$ cat config.mk
export PLATFORM = sky130hd
export DESIGN_NAME = norm_col_feeder
export DESIGN_NICKNAME = d
export VERILOG_FILES = /design/src/rtl/norm_col_feeder_pkg.sv /design/src/rtl/norm_addr_gen.sv /design/src/rtl/norm_col_feeder.sv
export SDC_FILE = /design/constraint.sdc
export NUM_CORES = 1
export LEC_CHECK = 0
export ABC_CLOCK_PERIOD_IN_PS = 2200
export CORE_AREA = 3 3 128 130
export CTS_CLUSTER_SIZE = 20
export DETAILED_ROUTE_END_ITERATION = 8
export DIE_AREA = 0 0 131 133
export GPL_TIMING_DRIVEN = 0
export PLACE_DENSITY = 0.61
export SLEW_MARGIN = 40
export SYNTH_ARGS = -nofsm -noshare
export SYNTH_HDL_FRONTEND = slang
export SYNTH_HIERARCHICAL = 1
export SYNTH_SLANG_ARGS = --single-unit
$ cat constraint.sdc
create_clock -name clk -period 2.2 [get_ports clk]
set_clock_uncertainty 0.1 [all_clocks]
set_input_delay 0.44 -clock clk [delete_from_list [all_inputs] [get_ports clk]]
set_output_delay 0.44 -clock clk [all_outputs]
set_load 0.05 [all_outputs]
$ cat src/rtl/norm_col_feeder_pkg.sv
// Shared constants and FSM encoding for the norm column-stream feeder.
package norm_col_feeder_pkg;
    localparam int DWIDTH             = 8;
    localparam int DESIGN_SIZE        = 16;
    localparam int AWIDTH             = 10;
    localparam int ADDR_STRIDE_WIDTH  = 16;
    localparam int MASK_WIDTH         = 16;
    localparam int MEM_ACCESS_LATENCY = 1;

    typedef enum logic [2:0] {
        S_IDLE,
        S_READ,
        S_LAST,
        S_WAIT_DONE,
        S_DONE
    } feeder_state_e;
endpackage

$ cat src/rtl/norm_addr_gen.sv
// Strided address accumulator with column counter; flags the final column.
module norm_addr_gen #(
    parameter int AWIDTH = 10,
    parameter int SWIDTH = 16,
    parameter int COUNT  = 16
) (
    input  logic              clk,
    input  logic              reset,
    input  logic              load,
    input  logic              step,
    input  logic [AWIDTH-1:0] base,
    input  logic [SWIDTH-1:0] stride,
    output logic [AWIDTH-1:0] addr,
    output logic              last
);
    localparam int CW = (COUNT > 1) ? $clog2(COUNT) : 1;

    logic [AWIDTH-1:0] addr_q;
    logic [SWIDTH-1:0] stride_q;
    logic [CW-1:0]     cnt_q;

    always_ff @(posedge clk) begin
        if (reset) begin
            addr_q   <= '0;
            stride_q <= '0;
            cnt_q    <= '0;
        end else if (load) begin
            addr_q   <= base;
            stride_q <= stride;
            cnt_q    <= '0;
        end else if (step) begin
            // Truncating add gives the mod 2^AWIDTH wrap and drops high stride bits.
            addr_q <= AWIDTH'(addr_q + stride_q);
            cnt_q  <= cnt_q + 1'b1;
        end
    end

    assign addr = addr_q;
    assign last = (cnt_q == CW'(COUNT - 1));
endmodule

$ cat src/rtl/norm_col_feeder.sv
// Streams DESIGN_SIZE strided RAM columns gap-free into norm, then waits for done_norm.
module norm_col_feeder #(
    parameter int DWIDTH            = norm_col_feeder_pkg::DWIDTH,
    parameter int DESIGN_SIZE       = norm_col_feeder_pkg::DESIGN_SIZE,
    parameter int AWIDTH            = norm_col_feeder_pkg::AWIDTH,
    parameter int ADDR_STRIDE_WIDTH = norm_col_feeder_pkg::ADDR_STRIDE_WIDTH,
    parameter int MASK_WIDTH        = norm_col_feeder_pkg::MASK_WIDTH
) (
    input  logic                          clk,
    input  logic                          reset,
    input  logic                          start,
    input  logic [AWIDTH-1:0]             base_addr,
    input  logic [ADDR_STRIDE_WIDTH-1:0]  addr_stride,
    input  logic [MASK_WIDTH-1:0]         mask_in,
    output logic                          ram_en,
    output logic [AWIDTH-1:0]             ram_addr,
    input  logic [DESIGN_SIZE*DWIDTH-1:0] ram_rdata,
    output logic                          in_data_available,
    output logic [DESIGN_SIZE*DWIDTH-1:0] inp_data,
    output logic [MASK_WIDTH-1:0]         validity_mask,
    input  logic                          done_norm,
    output logic                          busy,
    output logic                          done
);
    import norm_col_feeder_pkg::*;

    feeder_state_e         state_q, state_d;
    logic [MASK_WIDTH-1:0] mask_q;
    logic                  avail_q;
    logic                  load, step, last;
    logic [AWIDTH-1:0]     gen_addr;

    assign load = (state_q == S_IDLE) && start;
    assign step = (state_q == S_READ);

    norm_addr_gen #(
        .AWIDTH (AWIDTH),
        .SWIDTH (ADDR_STRIDE_WIDTH),
        .COUNT  (DESIGN_SIZE)
    ) u_addr_gen (
        .clk    (clk),
        .reset  (reset),
        .load   (load),
        .step   (step),
        .base   (base_addr),
        .stride (addr_stride),
        .addr   (gen_addr),
        .last   (last)
    );

    always_ff @(posedge clk) begin
        if (reset) begin
            state_q <= S_IDLE;
            mask_q  <= '0;
            avail_q <= 1'b0;
        end else begin
            state_q <= state_d;
            avail_q <= ram_en;
            if (load)
                mask_q <= mask_in;
        end
    end

    always_comb begin
        state_d = state_q;
        case (state_q)
            S_IDLE:      if (start) state_d = S_READ;
            S_READ:      if (last) state_d = S_LAST;
            S_LAST:      state_d = S_WAIT_DONE;
            S_WAIT_DONE: if (done_norm) state_d = S_DONE;
            S_DONE:      state_d = S_IDLE;
            default:     state_d = S_IDLE;
        endcase
    end

    assign ram_en            = (state_q == S_READ);
    assign ram_addr          = ram_en ? gen_addr : '0;
    // Read data lands one cycle after the enable, so availability trails ram_en.
    assign in_data_available = avail_q;
    assign inp_data          = avail_q ? ram_rdata : '0;
    assign validity_mask     = mask_q;
    assign busy              = (state_q != S_IDLE);
    assign done              = (state_q == S_DONE);
endmodule

==> run_results.csv, run 1 <==
group,metric,value,unit
status,status,"completed",
timing,whs,0.247,ns
floorplan,chipHeight,133,um
layout,area.sequential,882,um2
global_routing,grt.total_usage,0.188,
power,power_density,488,nW/um2
worst_hold_path,whs_path_depth,2,
place,dp_cells,919,
synth,yosys_warnings,6,
critical_path,rrSetupSlack,0.11,ns
clocking,clk_pin_slew,0.06,ns
synth,synth.yosys.seq_area_share,0.293,
synth,synth.distinct_cells,43,
floorplan,die_w,131,um
power,finalPower,3.02,mW
place,portBuffers,324,
critical_path,startpoint_type,"input port",
timing,fin_crit_sh,0.970,
detailed_routing,routed_wl,17700,um
detailed_routing,drt.antenna.violating_nets,0,
clocking,cts_tree,"done",
critical_path,arrival,2.21,ns
clocking,cts-root-buf,"clkbuf_16",
floorplan,design.core.area,15300,um2
timing,hold_viol_final,0,
timing,worstMarginPinSlew,0.572,ns
synth,async_flop_share,0,
run,drv_cap,0,
timing,report.final.slew_viol_count,0,
layout,syn_to_final_growth,106,%
floorplan,row_count,45,
layout,final_common_cell,"clkdlybuf4s50_1",
layout,instances_no_fill,931,
timing,finalCriticalPeriod,2.14,ns
clocking,h-tree-depth,2,
clocking,cts_sinks,44,
critical_path,path_cells,"clkdlybuf4s50_1, or4b_4, clkinv_8, nor2_1, and3_1, nand2_1, o21ai_0, a211o_1",
clocking,clk_latency,0.29,ns
timing,setup_slack,0.0649,ns
worst_hold_path,hp-start,"reset",
global_routing,grt_max_degree,16,
clocking,cts_made_buffers,5,
timing,relSlewSlack,0.620,
critical_path,reg2reg_to,"u_addr_gen/addr[8]",
place,place_hpwl,15200,um
detailed_routing,vias,3947,
critical_path,cp_max_fo,7,
detailed_routing,via_per_inst,4.24,
critical_path,worstSetupPathType,"input port to flip-flop",
critical_path,rr_worst_depth,7,
synth,avgSynthCellArea,7.82,um2
floorplan,floorplan.initialDensity,0.197,
clocking,clockBufferDepth,2,
synth,netlist_instances,384,
layout,drive_gt1_frac,0.249,
synth,netlist_area,3000,um2
critical_path,critical-path-max-stage-delay,0.54,ns
global_routing,grt_pass1_vias,4098,
worst_hold_path,hold_class,"input port to flip-flop",
layout,nets,902,
global_routing,antenna_found_initial,3,
worst_hold_path,hold_path_end,"u_addr_gen/addr[5]",
critical_path,r2r-start,"u_addr_gen/addr[0]",
layout,multi_input_area,1980,um2
synth,synth_edf_count,0,
timing,fmax,468,MHz
synth,synth_nets,569,
layout,final_cell_mix,"183 x clkdlybuf4s50_1, 138 x and2_1, 108 x buf_2",
floorplan,die_area,17400,um2
synth,yosys_most_used_dff,"dfxtp_1",
place,post-place-ws,-0.740,ns
power,p_leak,2.91,nW
floorplan,io_pins,332,
critical_path,worst_setup_path_end_kind,"flip-flop",
detailed_routing,wl_per_cell,19.0,um
global_routing,globalRouteOverflowTotal,0,
synth,synth_seq_cells,44,
detailed_routing,dr.pass1.iters,4,
layout,nFillCells,1637,
place,globalplace.congestion,0.903,
critical_path,worstPathRequired,2.28,ns
layout,final_core_util,0.405,
critical_path,crit_slowest_cell,"or4b_4",
timing,setup_viol,0,
power,peakVddDrop,0.485,mV
detailed_routing,drc_errors,0,
detailed_routing,drtIter0Drc,148,
global_routing,grt_pass1_wl,24800,um
report_power, final:
| group | internal, mW | total, mW | switching [mW] |
|---|---|---|---|
| logic | 0.523 | 1.23 | 0.705 |
| registers | 0.846 | 0.883 | 0.0367 |
| clock network | 0.598 | 0.909 | 0.312 |
cell type report:
| cell class | instances | share of cell area |
|---|---|---|
| Antenna cell | 2 | 0.000809 |
| Buffer | 25 | 0.0291 |
| Clock buffer | 7 | 0.0247 |
| Clock inverter | 1 | 0.00486 |
| Inverter | 3 | 0.00384 |
| Multi-Input combinational cell | 310 | 0.319 |
| Sequential cell | 44 | 0.143 |
| Tap cell | 211 | 0.0427 |
| Timing Repair Buffer | 327 | 0.431 |
| Timing Repair inverter | 1 | 0.00142 |
logic make-up (layout without fill, tap and decap cells):
family          count (synthesis)  count (layout)  synth area share
buf+inv                        30             364            0.0550
simple gates                  219             219             0.409
other cells                     0               2                 0
xor+xnor                        8               8            0.0233
compound gates                 59              59             0.127
fa+ha+maj                      11              11            0.0484
mux                            13              13            0.0433
flops                          44              44             0.293
flip-flops by register name (all words and copies together) (netlist names):
register             flops
u_addr_gen/cnt_q         4
in_data_available        1
state_q                  3
u_addr_gen/addr         10
validity_mask           16
u_addr_gen/stride_q     10
cell usage after synthesis (all sizes together), types with 4 or more instances:
master | n | share of area
a211oi | 4 | 0.012
a21o | 5 | 0.013
a21oi | 29 | 0.052
a22oi | 5 | 0.013
and2 | 138 | 0.29
buf | 8 | 0.023
clkbuf | 18 | 0.023
dfxtp | 44 | 0.29
ha | 10 | 0.042
mux2i | 13 | 0.043
nand2 | 37 | 0.046
nand4 | 4 | 0.0083
nor2 | 20 | 0.025
nor3 | 6 | 0.010
o21ai | 4 | 0.0067
xnor2 | 4 | 0.012
xor2 | 4 | 0.012
critical path: cells and delay by family:
kind / cells / cell delay (ns)
AND/OR/NAND/NOR: 4 / 0.83
buffers and inverters: 2 / 0.57
AO/OA/AOI/OAI: 2 / 0.36
repair_timing:
| action | CTS | global route |
|---|---|---|
| endpoints found under the setup margin | 161 | 114 |
| gates resized for setup | 554 | 180 |
| hold buffers | 0 | 0 |
| setup buffers | 1 | 2 |
| pin swaps | 0 | 2 |
| gates cloned | 1 | 0 |
worst max-delay path by stage:
stage                              end              start  slack (ns)  cells after the start
finish              u_addr_gen/addr[9]              start        0.06                      8
global route              inp_data[22]  in_data_available      -0.004                      4
CTS                       inp_data[77]  in_data_available      0.0007                      4
detailed placement        inp_data[77]  in_data_available       -0.74                      4
global placement          inp_data[77]  in_data_available       -0.76                      4
floorplan                inp_data[100]  in_data_available        0.07                      3
metrics by stage:
stage / TNS, ns / instance area (um2)
final: 0 / 6180
after CTS: 0 / 6630
after global routing: -0.00408 / 6180
after detailed placement: -70.27 / 6510
after global placement: -72.15 / 6510
after floorplan: 0 / 3000
metal layers:
metal / GRT usage / routed length [um] / vias up
met2: 0.347 / 9210 / 156
li1: - / - / 1935
met3: 0.0553 / 1420 / 17
met4: 0.0463 / 278 / 2
met5: 0 / 13 / -
met1: 0.206 / 6770 / 1837
Power figures use the tool's default switching activity.
==> run 2: changes to the inputs <==
--- a/config.mk
+++ b/config.mk
@@ -7,7 +7,6 @@
 export LEC_CHECK = 0
 export ABC_CLOCK_PERIOD_IN_PS = 2200
 export CORE_AREA = 3 3 128 130
-export CTS_CLUSTER_SIZE = 20
 export DETAILED_ROUTE_END_ITERATION = 8
 export DIE_AREA = 0 0 131 133
 export GPL_TIMING_DRIVEN = 0
==> results of run 2 <==
No change in the layout: final DEF, timing and power equal those of run 1.
==> run 3: changes to the inputs <==
--- a/config.mk
+++ b/config.mk
@@ -6,9 +6,9 @@
 export NUM_CORES = 1
 export LEC_CHECK = 0
 export ABC_CLOCK_PERIOD_IN_PS = 2200
-export CORE_AREA = 3 3 128 130
+export CORE_AREA = 2 2 127 129
 export DETAILED_ROUTE_END_ITERATION = 8
-export DIE_AREA = 0 0 131 133
+export DIE_AREA = 0 0 129 131
 export GPL_TIMING_DRIVEN = 0
 export PLACE_DENSITY = 0.61
 export SLEW_MARGIN = 40
==> run 3 against run 2 <==
Global-route usage decreased by 0.93 points. Power decreased by 2.4%. Hold slack got worse by 0.0060 ns. Cell area decreased by 0.55%. Register-to-register slack about the same. Combinational power about the same. Fmax increased by 0.31%. Non-clock buffer count decreased by 2. Sequential share of layout area increased by 0.078 points. Final cell count increased by 0.43%. Setup slack improved by 0.0066 ns. Wire length decreased by 8.1%. Largest cell class unchanged. Largest power group unchanged.
==> run_results.csv, run 3 (synthesis gave the netlist of run 1 again) <==
group,metric,value,unit
layout,final_common_cell,"clkdlybuf4s50_1",
global_routing,grt_pass1_wl,22900,um
timing,fin_crit_sh,0.967,
critical_path,arrival,1.59,ns
detailed_routing,drtIter0Drc,153,
timing,setup_viol,0,
detailed_routing,met2_length,8380,um
detailed_routing,top_layer_used,"met5",
place,globalplace.congestion,0.926,
layout,largest_register_ffs,16,
power,p_leak,2.91,nW
run,drv_cap,0,
global_routing,antenna_found_initial,4,
timing,fmax,470,MHz
power,peakVddDrop,0.362,mV
layout,drive_gt1_frac,0.246,
floorplan,io_pins,332,
place,post-place-ws,-0.622,ns
clocking,cts_tree,"done",
detailed_routing,drt.antenna.violating_nets,0,
critical_path,worstPathRequired,1.66,ns
global_routing,grt_max_degree,16,
detailed_routing,wl_per_cell,17.4,um
floorplan,die_w,129,um
detailed_routing,drt-met1-wl,6350,um
status,status,"completed",
critical_path,worst_setup_path_end_kind,"output port",
clocking,clk_pin_slew,0.07,ns
clocking,cts-root-buf,"clkbuf_16",
floorplan,die_area,16900,um2
clocking,cts_made_buffers,5,
layout,instances_no_fill,935,
layout,multi_input_area,1980,um2
critical_path,path_cells,"clkdlybuf4s50_1, and2_1, dlygate4sd2_1",
critical_path,critical-path-max-stage-delay,0.52,ns
clocking,clockBufferDepth,2,
detailed_routing,wl_met3,1310,um
clocking,h-tree-depth,2,
floorplan,design.core.area,15600,um2
layout,syn_to_final_growth,105,%
global_routing,grt_pass1_vias,3972,
layout,nets,900,
detailed_routing,via_per_inst,4.22,
layout,area.sequential,882,um2
timing,relSlewSlack,0.639,
detailed_routing,dr.pass1.iters,4,
detailed_routing,drc_errors,0,
timing,grt_setup_unrepaired,"true",
place,place_hpwl,14100,um
floorplan,floorplan.initialDensity,0.192,
critical_path,worstSetupPathType,"input port to output port",
place,dp_cells,924,
timing,worstMarginPinSlew,0.540,ns
layout,final_area,6150,um2
timing,setup_tns,0,ns
timing,finalCriticalPeriod,2.13,ns
clocking,clk_latency,0.28,ns
global_routing,grt.total_usage,0.179,
floorplan,row_count,46,
timing,hold_viol_final,0,
timing,setup_slack,0.0716,ns
global_routing,globalRouteOverflowTotal,0,
floorplan,chipHeight,131,um
place,placed_area,6520,um2
layout,final_cell_mix,"183 x clkdlybuf4s50_1, 138 x and2_1, 114 x buf_2",
worst_hold_path,hold_class,"input port to flip-flop",
place,portBuffers,324,
detailed_routing,routed_wl,16300,um
detailed_routing,vias,3949,
layout,final_core_util,0.394,
critical_path,crit_slowest_cell,"dlygate4sd2_1",
power,power_density,479,nW/um2
timing,report.final.slew_viol_count,0,
critical_path,cp_max_fo,1,
layout,nFillCells,1654,
clocking,cts_sinks,44,
critical_path,startpoint_type,"input port",
==> run 3: cell count changes in the layout (fill, tap and decap cells not counted), moves of 2 or more <==
cell / delta
buf_2: +6
clkbuf_4: -5
clkdlybuf4s15_1: -4
dlygate4sd2_1: +4
clkbuf_2: -3
buf_4: -2
clkbuf_8: -2
clkdlybuf4s18_2: +2
==> run 3: layout make-up <==
cell class | instances | share of cell area
clock inverter | 2 | 0.00570
inverter | 3 | 0.00386
sequential | 44 | 0.143
tap | 216 | 0.0439
timing repair buffer | 325 | 0.428
antenna | 3 | 0.00122
timing repair inverter | 1 | 0.00142
clock buffer | 6 | 0.0210
buffer | 25 | 0.0287
multi-input combinational | 310 | 0.322
==> run 3: power breakdown <==
group	total, mW	switching, mW	internal (mW)	leakage, nW
logic	1.22	0.703	0.517	2.47
clock network	0.846	0.312	0.535	0.0809
registers	0.881	0.0355	0.846	0.361
==> run 3: repair_timing <==
item | 4_1_cts | 5_1_grt
setup buffers | 1 | 0
gates cloned | 1 | 0
pin swaps | 1 | 1
hold buffers | 0 | 0
resized for setup | 648 | 75
setup endpoints to repair | 161 | 128
==> run 3: stage by stage <==
stage               hold slack [ns]  power (mW)
floorplan                     0.365        1.57
global placement              0.344        2.17
detailed placement            0.349        2.18
CTS                           0.232        2.99
global route                  0.244        3.08
finish                        0.241        2.95
==> run 3: routing by layer <==
layer / up-vias / global-route usage
met2: 159 / 0.331
met1: 1832 / 0.209
li1: 1937 / -
met3: 19 / 0.0440
met4: 2 / 0.0364
met5: - / 0
==> run 3: final timing paths <==
path                           start            endpoint  slack [ns]  depth (start not counted)
setup / recovery      ram_rdata[127]       inp_data[127]        0.07                          3
hold / removal                 reset  u_addr_gen/addr[5]        0.24                          2
setup reg to reg  u_addr_gen/addr[0]  u_addr_gen/addr[4]        0.12                          6
hold reg to reg     validity_mask[9]    validity_mask[9]        0.35                          2
==> run 3: critical path, delay by kind of cell <==
| kind | cells | cell delay [ns] |
|---|---|---|
| buf+inv | 2 | 1.00 |
| simple gates | 1 | 0.14 |
